==> src/rtl/sample_io_bridge.sv <==
// sample_io_bridge
// ----------------
// Hands one fixed-point sample at a time to a downstream CPU core. The core is
// held in reset while the sample is loaded, released for a fixed compute
// window, and its result is then captured and presented on a valid/ready
// output port.
//
// Flow: IDLE -> LOAD (RST_CYCLES) -> RUN (COMPUTE_CYCLES) -> OUT -> IDLE
//
// Parameters
//   RST_CYCLES      cycles core_rst stays high after a sample is accepted (1..255)
//   COMPUTE_CYCLES  cycles the core runs before its result is captured (1..65535)
//
// Ports
//   clk, rst             clock; asynchronous active-high reset
//   in_valid/in_ready    upstream handshake; in_data = {int bit, 30-bit fraction}
//   core_rst             reset to the core (low only while the core computes)
//   core_x1/core_x2      held sample (integer bit / fraction) driven to the core
//   core_y1/core_y2      core result (integer bit / fraction)
//   out_valid/out_ready  downstream handshake; out_data = captured {core_y1, core_y2}
//   busy                 high whenever the bridge is not idle
//   sample_cnt           number of completed result handshakes (wraps at 16 bits)
module sample_io_bridge #(
  parameter int RST_CYCLES     = 4,
  parameter int COMPUTE_CYCLES = 2000
) (
  input  logic        clk,
  input  logic        rst,
  input  logic        in_valid,
  output logic        in_ready,
  input  logic [30:0] in_data,
  output logic        core_rst,
  output logic        core_x1,
  output logic [29:0] core_x2,
  input  logic        core_y1,
  input  logic [29:0] core_y2,
  output logic        out_valid,
  input  logic        out_ready,
  output logic [30:0] out_data,
  output logic        busy,
  output logic [15:0] sample_cnt
);

  typedef enum logic [1:0] {
    IDLE = 2'd0,
    LOAD = 2'd1,
    RUN  = 2'd2,
    OUT  = 2'd3
  } state_t;

  // Terminal counter values for the two timed phases.
  localparam logic [15:0] LOAD_LAST = 16'(RST_CYCLES - 1);
  localparam logic [15:0] RUN_LAST  = 16'(COMPUTE_CYCLES - 1);

  state_t      state_reg, state_next;
  logic [15:0] cnt_reg, cnt_next;
  logic [30:0] sample_reg;
  logic [30:0] result_reg;
  logic [15:0] sample_cnt_reg;
  // Cleared by reset and set on the first clock edge afterwards, so in_ready
  // stays low while rst is high and rises only once the clock has run.
  logic        armed_reg;

  logic        accept;
  logic        capture;
  logic        handshake;

  // Next-state and phase-timing logic.
  always_comb begin
    state_next = state_reg;
    cnt_next   = cnt_reg;
    accept     = 1'b0;
    capture    = 1'b0;
    handshake  = 1'b0;
    case (state_reg)
      IDLE: begin
        if (in_valid && armed_reg) begin
          accept     = 1'b1;
          cnt_next   = 16'd0;
          state_next = LOAD;
        end
      end
      LOAD: begin
        if (cnt_reg == LOAD_LAST) begin
          cnt_next   = 16'd0;
          state_next = RUN;
        end else begin
          cnt_next = cnt_reg + 16'd1;
        end
      end
      RUN: begin
        if (cnt_reg == RUN_LAST) begin
          // Final compute cycle: the core output is sampled on this edge.
          capture    = 1'b1;
          cnt_next   = 16'd0;
          state_next = OUT;
        end else begin
          cnt_next = cnt_reg + 16'd1;
        end
      end
      OUT: begin
        if (out_ready) begin
          handshake  = 1'b1;
          state_next = IDLE;
        end
      end
      default: begin
        state_next = IDLE;
        cnt_next   = 16'd0;
      end
    endcase
  end

  // State, counter and datapath registers.
  always_ff @(posedge clk or posedge rst) begin
    if (rst) begin
      state_reg      <= IDLE;
      cnt_reg        <= 16'd0;
      sample_reg     <= 31'd0;
      result_reg     <= 31'd0;
      sample_cnt_reg <= 16'd0;
      armed_reg      <= 1'b0;
    end else begin
      state_reg <= state_next;
      cnt_reg   <= cnt_next;
      armed_reg <= 1'b1;
      if (accept) begin
        sample_reg <= in_data;
      end
      if (capture) begin
        result_reg <= {core_y1, core_y2};
      end
      if (handshake) begin
        sample_cnt_reg <= sample_cnt_reg + 16'd1;
      end
    end
  end

  assign in_ready   = (state_reg == IDLE) && armed_reg;
  // rst is ORed in so the core is held in reset even before the state
  // register has been cleared.
  assign core_rst   = rst || (state_reg != RUN);
  assign busy       = (state_reg != IDLE);
  assign out_valid  = (state_reg == OUT);
  assign out_data   = result_reg;
  assign core_x1    = sample_reg[30];
  assign core_x2    = sample_reg[29:0];
  assign sample_cnt = sample_cnt_reg;

endmodule

==> config.mk <==
export PLATFORM = sky130hd
export DESIGN_NAME = sample_io_bridge
export DESIGN_NICKNAME = d
export VERILOG_FILES = /design/src/rtl/sample_io_bridge.sv
export SDC_FILE = /design/constraint.sdc
export NUM_CORES = 1
export LEC_CHECK = 0
export ABC_AREA = 1
export CAP_MARGIN = 20
export CORE_UTILIZATION = 49
export CTS_CLUSTER_DIAMETER = 40
export CTS_CLUSTER_SIZE = 25
export DETAILED_ROUTE_END_ITERATION = 12
export GPL_TIMING_DRIVEN = 0
export HOLD_SLACK_MARGIN = 0.1
export PLACE_DENSITY = 0.86
export SLEW_MARGIN = 10
export SYNTH_ARGS = -nofsm -noshare
export SYNTH_HDL_FRONTEND = slang
export SYNTH_SLANG_ARGS = --single-unit
==> constraint.sdc <==
create_clock -name clk -period 8.3 [get_ports clk]
set_clock_uncertainty 0.05 [all_clocks]
set_input_delay 1.66 -clock clk [delete_from_list [all_inputs] [get_ports clk]]
set_output_delay 1.66 -clock clk [all_outputs]
set_load 0.005 [all_outputs]
==> results of run 1 <==
## power breakdown
group / internal, uW / switching, uW / total, uW
sequential: 567 / 57.3 / 624
clock: 167 / 164 / 331
combinational: 302 / 204 / 506
total: 1040 / 425 / 1460
## per-stage QoR
step / std cells / cell area [um^2]
2_1_floorplan: 441 / 4273
3_3_place_gp: 693 / 5876
3_5_place_dp: 694 / 5906
4_1_cts: 710 / 6127
5_1_grt: 710 / 6127
6_report: 710 / 6127
## cells by family (layout without fill, tap and decap cells)
logic type / Yosys count / after routing / synth area share
mux: 31 / 31 / 0.08170
simple gates: 173 / 173 / 0.1707
fa+ha+maj: 7 / 7 / 0.02050
flops: 97 / 97 / 0.5681
other cells: 1 / 1 / 0.0008776
xor+xnor: 19 / 19 / 0.03895
compound gates: 42 / 42 / 0.05300
buf+inv: 71 / 235 / 0.06618
## metal layers
metal	wire length [um]	part of all wire
met1	4153	0.42
met2	4982	0.50
met3	650	0.065
met4	153	0.015
met5	0	0
## worst max-delay path: stages
cell and delay [ps]:
clkdlybuf4s50_1 440, inv_4 330, buf_16 350, nand2_1 80, clkdlybuf4s50_1 460
## cell usage after synthesis (all sizes together)
cell type / number
a21oi: 1
buf: 8
clkbuf: 2
conb: 1
dfrtp: 97
ha: 7
inv: 61
mux2: 31
nand2: 94
nand3: 24
nand4: 8
nor2: 40
nor3: 6
o2111ai: 1
o21ai: 39
o22ai: 1
or2: 1
xnor2: 8
xor2: 11
## area by class of cell
| type | count | area share |
|---|---|---|
| plain buffers | 10 | 0.008781 |
| clock buffers | 12 | 0.02696 |
| clock inverters | 4 | 0.009189 |
| inverters | 61 | 0.03778 |
| multi-input cells | 273 | 0.2551 |
| flip-flops and latches | 97 | 0.3962 |
| well taps | 105 | 0.02144 |
| repair buffers | 148 | 0.2446 |
## path summary, 6_finish.rpt
check                                             endpoint  slack [ps]  cells after the start
worst max-delay path                              core_rst        3210                      5
worst min-delay path            sample_cnt[15]$_DFFE_PP0P_         440                      1
worst max register to register      cnt_reg[9]$_DFFE_PP0P_        6290                     11
worst min register to register  sample_cnt[15]$_DFFE_PP0P_         440                      1
max in group asynchronous          cnt_reg[13]$_DFFE_PP0P_        5930                      3
min in group asynchronous         out_data[14]$_DFFE_PP0P_        1590                      2
==> results.json, run 1 <==
{
  "outcome": "finished clean",
  "post-route-min-period_ps": 5086,
  "ys_ff_latch": 97,
  "regArea_um2": 2427,
  "final_net_count": 673,
  "cts_max_path_buffers": 2,
  "via_count": 3559,
  "grt_usage": 0.2267,
  "rsz0062_at_grt": "no",
  "powerDensity_nw_per_um2": 238.5,
  "cts-root-buf": "clkbuf_8",
  "dp_hpwl_mm": 7.337,
  "grt_remaining_overflow": 0,
  "start_util": 0.5123,
  "criticalPathCategory": "in -> out",
  "yosys-top-cells-area": "dfrtp_1 (57%), mux2_2 (8.2%), nand2_1 (7.9%)",
  "clock-sinks": 97,
  "syn-num-nets": 514,
  "syn_inst": 441,
  "grt_pass1_wl_mm": 15.93,
  "insertion_delay_ps": 360,
  "area_growth_pct": 43.40,
  "core_area_um2": 8341,
  "synth_top_cell_area_share": 0.5681,
  "use_met2": 0.3911,
  "synth_top_cell_by_area": "dfrtp_1",
  "place_ws_ps": 3186,
  "die-width_um": 95.38,
  "yosysUniqueCellTypes": 25,
  "io_pins": 148,
  "drtPass1Iterations": 4,
  "final_cell_mix": "clkdlybuf4s50_1 (147), dfrtp_1 (97), nand2_1 (90)",
  "grtUsageMet3": 0.05502,
  "startpoint_type": "primary input",
  "cts_hold_buf": 0,
  "cts_resized": 0,
  "hp-class": "reg -> reg",
  "final_common_cell": "clkdlybuf4s50_1",
  "post_cts_buffers": 0,
  "crit_arrival_ps": 3380,
  "die_h_um": 95.38,
  "drive_gt1_frac": 0.1124,
  "drc_errors": 0,
  "yosysWarnings": 0,
  "drtAntennaViolNets": 0,
  "startpoint": "rst",
  "cts_tree": "done",
  "power_uw": 1462,
  "wirelength_mm": 9.941,
  "tns_ps": 0,
  "hold_slack_ps": 436.3,
  "cp-end-kind": "primary output",
  "multi_input_area_um2": 1563,
  "syn_area_per_cell_um2": 9.689,
  "n_antenna_cell": 0,
  "cap_violations": 0,
  "final_util": 0.7346,
  "first_global_vias": 3532,
  "cts_buffers": 9,
  "vdd_drop_max_uv": 126.7,
  "grt_max_degree": 69,
  "setup-violations-final": 0,
  "drt-vias-per-instance": 5.013,
  "r2r_start": "state_reg[0]$_DFFE_PP0P_",
  "antenna_found_initial": 0,
  "synth_area_um2": 4273,
  "hold_viol_final": 0,
  "drtIter0Drc": 163,
  "setup_slack_ps": 3214,
  "htree_levels": 3,
  "ys_seq_area_frac": 0.5681,
  "leakage_uw": 0.002917,
  "fmax_ghz": 0.1966,
  "slew_violations": 0,
  "timing.final.crit_share": 0.6127,
  "io_buffer_count": 147,
  "clkSlewWorstSetupHoldPaths_ps": 90,
  "nFillCells": 580,
  "grt_util_met1": 0.2779,
  "cp_max_fo": 68,
  "wire_per_inst_um": 14.00,
  "die-area_um2": 9097,
  "cp.required_ps": 6590,
  "hold_start": "sample_cnt[15]$_DFFE_PP0P_",
  "row_count": 33,
  "place.gp.congestion": 0.9031,
  "grt-busiest-layer": "met2"
}
Note: power is estimated with default switching activity, not from simulation.
==> inputs of run 2 (changes only) <==
CORE_UTILIZATION = 45   (was 49)
PLACE_DENSITY = 0.8   (was 0.86)
clock period = 5.2 ns   (was 8.3 ns; I/O delays follow)
==> results.json, run 2 (synthesis gave the netlist of run 1 again) <==
{
  "outcome": "finished clean",
  "core_area_um2": 9240,
  "cts-root-buf": "clkbuf_8",
  "cp_top_family": "buffers and inverters",
  "grt_pass1_wl_mm": 15.50,
  "dr_wl_met2_mm": 4.843,
  "post_cts_buffers": 0,
  "wire_per_inst_um": 12.93,
  "hp-class": "reg -> reg",
  "cp_max_fo": 57,
  "antenna_found_initial": 0,
  "drive_gt1_frac": 0.1124,
  "cts_max_path_buffers": 2,
  "n_antenna_cell": 0,
  "cpPeakStageDelay_ps": 530,
  "timing.final.crit_share": 0.7127,
  "crit_slowest_cell": "inv_4",
  "dr_wl_met3_um": 556,
  "powerDensity_nw_per_um2": 371.8,
  "reg2reg_depth": 11,
  "hold_path_depth": 1,
  "io_pins": 148,
  "rsz0062_at_grt": "no",
  "r2r_start": "state_reg[0]$_DFFE_PP0P_",
  "die_h_um": 99.45,
  "insertion_delay_ps": 360,
  "first_global_vias": 3490,
  "cts_buffers": 9,
  "crit_path_frequent_cell": "clkdlybuf4s50_1",
  "wirelength_mm": 9.488,
  "slew_violations": 0,
  "via_count": 3491,
  "cp.required_ps": 4110,
  "drt-vias-per-instance": 4.756,
  "power_uw": 2279,
  "drc_errors": 0,
  "io_buffer_count": 147,
  "cts_resized": 0,
  "vdd_drop_max_uv": 198.8,
  "final_common_cell": "clkdlybuf4s50_1",
  "clkSlewWorstSetupHoldPaths_ps": 90,
  "post-route-min-period_ps": 3706,
  "setup_slack_ps": 1494,
  "drtAntennaViolNets": 0,
  "cp_num_buf_inv": 3,
  "worstReg2RegEnd": "cnt_reg[9]$_DFFE_PP0P_",
  "die-area_um2": 9889,
  "dp_hpwl_mm": 7.160,
  "cap_violations": 0,
  "place_inst": 718,
  "start_util": 0.4624,
  "place_ws_ps": 1439,
  "drtPass1Iterations": 4,
  "m1WireLength_mm": 3.987,
  "cts_tree": "done",
  "hold_start": "sample_cnt[15]$_DFFE_PP0P_",
  "grt_usage": 0.1996,
  "leakage_uw": 0.002899,
  "crit_path_cell_trace": "clkdlybuf4s50_1, inv_4, nand2_1, clkdlybuf4s50_1",
  "grt_max_degree": 58,
  "final_net_count": 673,
  "worst_pin_slew_ps": 701.9,
  "relSlewSlack": 0.5321,
  "startpoint_type": "primary input",
  "grt_remaining_overflow": 0,
  "clock-sinks": 97,
  "fin_cells": 734,
  "top_layer_used": "met4",
  "row_count": 35,
  "min_to": "sample_cnt[15]$_DFFE_PP0P_",
  "htree_levels": 3,
  "area_growth_pct": 43.46,
  "cts_hold_buf": 0,
  "fmax_ghz": 0.2698,
  "drtIter0Drc": 126,
  "setup-violations-final": 0,
  "cp-end-kind": "primary output",
  "hold_slack_ps": 437.9,
  "final_util": 0.6634,
  "crit_arrival_ps": 2620,
  "hold_viol_final": 0,
  "r2r_slack_ps": 3200,
  "place.gp.congestion": 0.8796,
  "final_cell_mix": "clkdlybuf4s50_1 (147), dfrtp_1 (97), nand2_1 (90)",
  "criticalPathCategory": "in -> out",
  "die-width_um": 99.45
}
==> run 2: layout make-up <==
type | count | area, um^2
clock inverters | 5 | 50.05
fillers | 746 | 3110
clock buffers | 11 | 151.4
well taps | 129 | 161.4
flip-flops and latches | 97 | 2427
inverters | 61 | 231.5
plain buffers | 10 | 53.80
multi-input cells | 273 | 1563
repair buffers | 148 | 1491
==> run 2: per-layer routing <==
| metal | track usage | vias up |
|---|---|---|
| met4 | 0.06222 | 0 |
| met2 | 0.3419 | 101 |
| met5 | 0 | - |
| met3 | 0.05903 | 11 |
| met1 | 0.2435 | 1669 |
| li1 | - | 1710 |
==> run 2: how the worst max path moves through the flow <==
stage / end / start / slack, ps / cells past startpoint
after floorplan: core_rst / rst / 870 / 2
after global placement: core_rst / rst / -750 / 4
after detailed placement: core_rst / rst / 1440 / 4
after CTS: core_rst / rst / 1440 / 4
after global routing: core_rst / rst / 1310 / 4
final: core_rst / rst / 1490 / 4
==> run 2: metrics by stage <==
stage / area [um^2] / TNS, ps
after floorplan: 4273 / 0
after global placement: 5906 / -745.5
after detailed placement: 5928 / 0
after CTS: 6130 / 0
after global routing: 6130 / 0
final: 6130 / 0
==> run 2: where the power goes <==
part / switching [uW] / internal (uW)
sequential: 90.7 / 905
clock: 272 / 208
combinational: 322 / 481
==> inputs of run 3 (changes only) <==
clock period = 3.7 ns   (was 5.2 ns; I/O delays follow)
==> results.json, run 3 (synthesis gave the netlist of run 1 again) <==
{
  "outcome": "finished clean",
  "grt_usage": 0.2073,
  "hold_slack_ps": 436.7,
  "vdd_drop_max_uv": 271.9,
  "power_uw": 3175,
  "place.gp.congestion": 0.8829,
  "drt-vias-per-instance": 4.772,
  "die-area_um2": 9889,
  "die-width_um": 99.45,
  "via_count": 3512,
  "drtPass1Iterations": 4,
  "crit_arrival_ps": 2680,
  "timing.final.crit_share": 0.9366,
  "setup_slack_ps": 234.6,
  "die_h_um": 99.45,
  "final_cell_mix": "clkdlybuf4s50_1 (147), dfrtp_1 (97), nand2_1 (90)",
  "drtIter0Drc": 218,
  "dp_hpwl_mm": 7.093,
  "postPlaceCellArea_um2": 5949,
  "crit_slowest_cell": "clkdlybuf4s50_1",
  "finalInstanceArea_um2": 6131,
  "leakage_uw": 0.002890,
  "row_count": 35,
  "cts_resized": 0,
  "cap_violations": 0,
  "post-route-min-period_ps": 3465,
  "cp.required_ps": 2910,
  "grt_pass1_wl_mm": 16.12,
  "cpPeakStageDelay_ps": 570,
  "cts_buffers": 9,
  "setup-violations-final": 0,
  "cts_tree": "done",
  "antenna_found_initial": 0,
  "clock-sinks": 97,
  "area_growth_pct": 43.48,
  "cts_max_path_buffers": 2,
  "first_global_vias": 3533,
  "cp-end-kind": "primary output",
  "regArea_um2": 2427,
  "clkSlewWorstSetupHoldPaths_ps": 100,
  "final_common_cell": "clkdlybuf4s50_1",
  "drtAntennaViolNets": 0,
  "drive_gt1_frac": 0.1137,
  "core_area_um2": 9240,
  "wire_per_inst_um": 13.02,
  "grt_remaining_overflow": 0,
  "fmax_ghz": 0.2886,
  "cts-root-buf": "clkbuf_8",
  "io_pins": 148,
  "rsz0062_at_grt": "no",
  "wirelength_mm": 9.580,
  "nFillCells": 732,
  "cp_num_buf_inv": 4,
  "worst_pin_slew_ps": 818.3,
  "startpoint_type": "primary input",
  "relSlewSlack": 0.4515,
  "n_antenna_cell": 0,
  "crit_path_frequent_cell": "clkdlybuf4s50_1",
  "grt_max_degree": 38,
  "final_net_count": 675,
  "start_util": 0.4624,
  "cp_top_family": "buffers and inverters",
  "powerDensity_nw_per_um2": 517.9,
  "multi_input_area_um2": 1563,
  "insertion_delay_ps": 360,
  "crit_path_cell_trace": "clkdlybuf4s50_1, clkinvlp_4, buf_12, nand2_1, clkdlybuf4s50_1",
  "drc_errors": 0,
  "cp_max_fo": 37,
  "hp-class": "reg -> reg",
  "criticalPathCategory": "in -> out",
  "place_ws_ps": -128.0,
  "slew_violations": 0,
  "htree_levels": 3,
  "hold_viol_final": 0,
  "io_buffer_count": 147
}
run 3: final timing paths:
check | from | end | slack [ps] | depth (start not counted)
setup / recovery | rst | core_rst | 230 | 5
hold / removal | sample_cnt[15]$_DFFE_PP0P_ | sample_cnt[15]$_DFFE_PP0P_ | 440 | 1
setup reg to reg | state_reg[0]$_DFFE_PP0P_ | cnt_reg[9]$_DFFE_PP0P_ | 1710 | 11
hold reg to reg | sample_cnt[15]$_DFFE_PP0P_ | sample_cnt[15]$_DFFE_PP0P_ | 440 | 1
max in group asynchronous | rst | sample_reg[24]$_DFFE_PP0P_ | 2140 | 3
min in group asynchronous | rst | sample_cnt[9]$_DFFE_PP0P_ | 760 | 2
run 3: layout make-up:
type / count / share of cell area
sequential: 97 / 0.3959
multi-input combinational: 273 / 0.2549
timing repair buffer: 149 / 0.2465
inverter: 61 / 0.03796
tap: 129 / 0.02633
clock buffer: 10 / 0.02082
buffer: 10 / 0.008776
clock inverter: 6 / 0.007959
timing repair inverter: 1 / 0.0008163
run 3: timing repair:
action / in CTS / in global routing
setup buffers: 0 / 0
hold buffers: 0 / 0
setup endpoints to repair: 1 / 0
run 3: per-stage QoR:
| step | setup TNS, ps | util | cells |
|---|---|---|---|
| final | 0 | 0.6635 | 736 |
| after global routing | 0 | 0.6635 | 736 |
| after CTS | 0 | 0.6635 | 736 |
| after detailed placement | -128.0 | 0.6439 | 719 |
| after global placement | -979.2 | 0.6395 | 717 |
| after floorplan | 0 | - | 441 |
run 3: report_power, final:
part	switching [uW]	internal, uW
clock	384	253
combinational	461	679
sequential	126	1270
run 3: routing by layer:
metal / GRT usage / routed length [um]
met1: 0.2604 / 4029
met2: 0.3392 / 4721
met3: 0.05833 / 637
met4: 0.08484 / 192
met5: 0 / 0
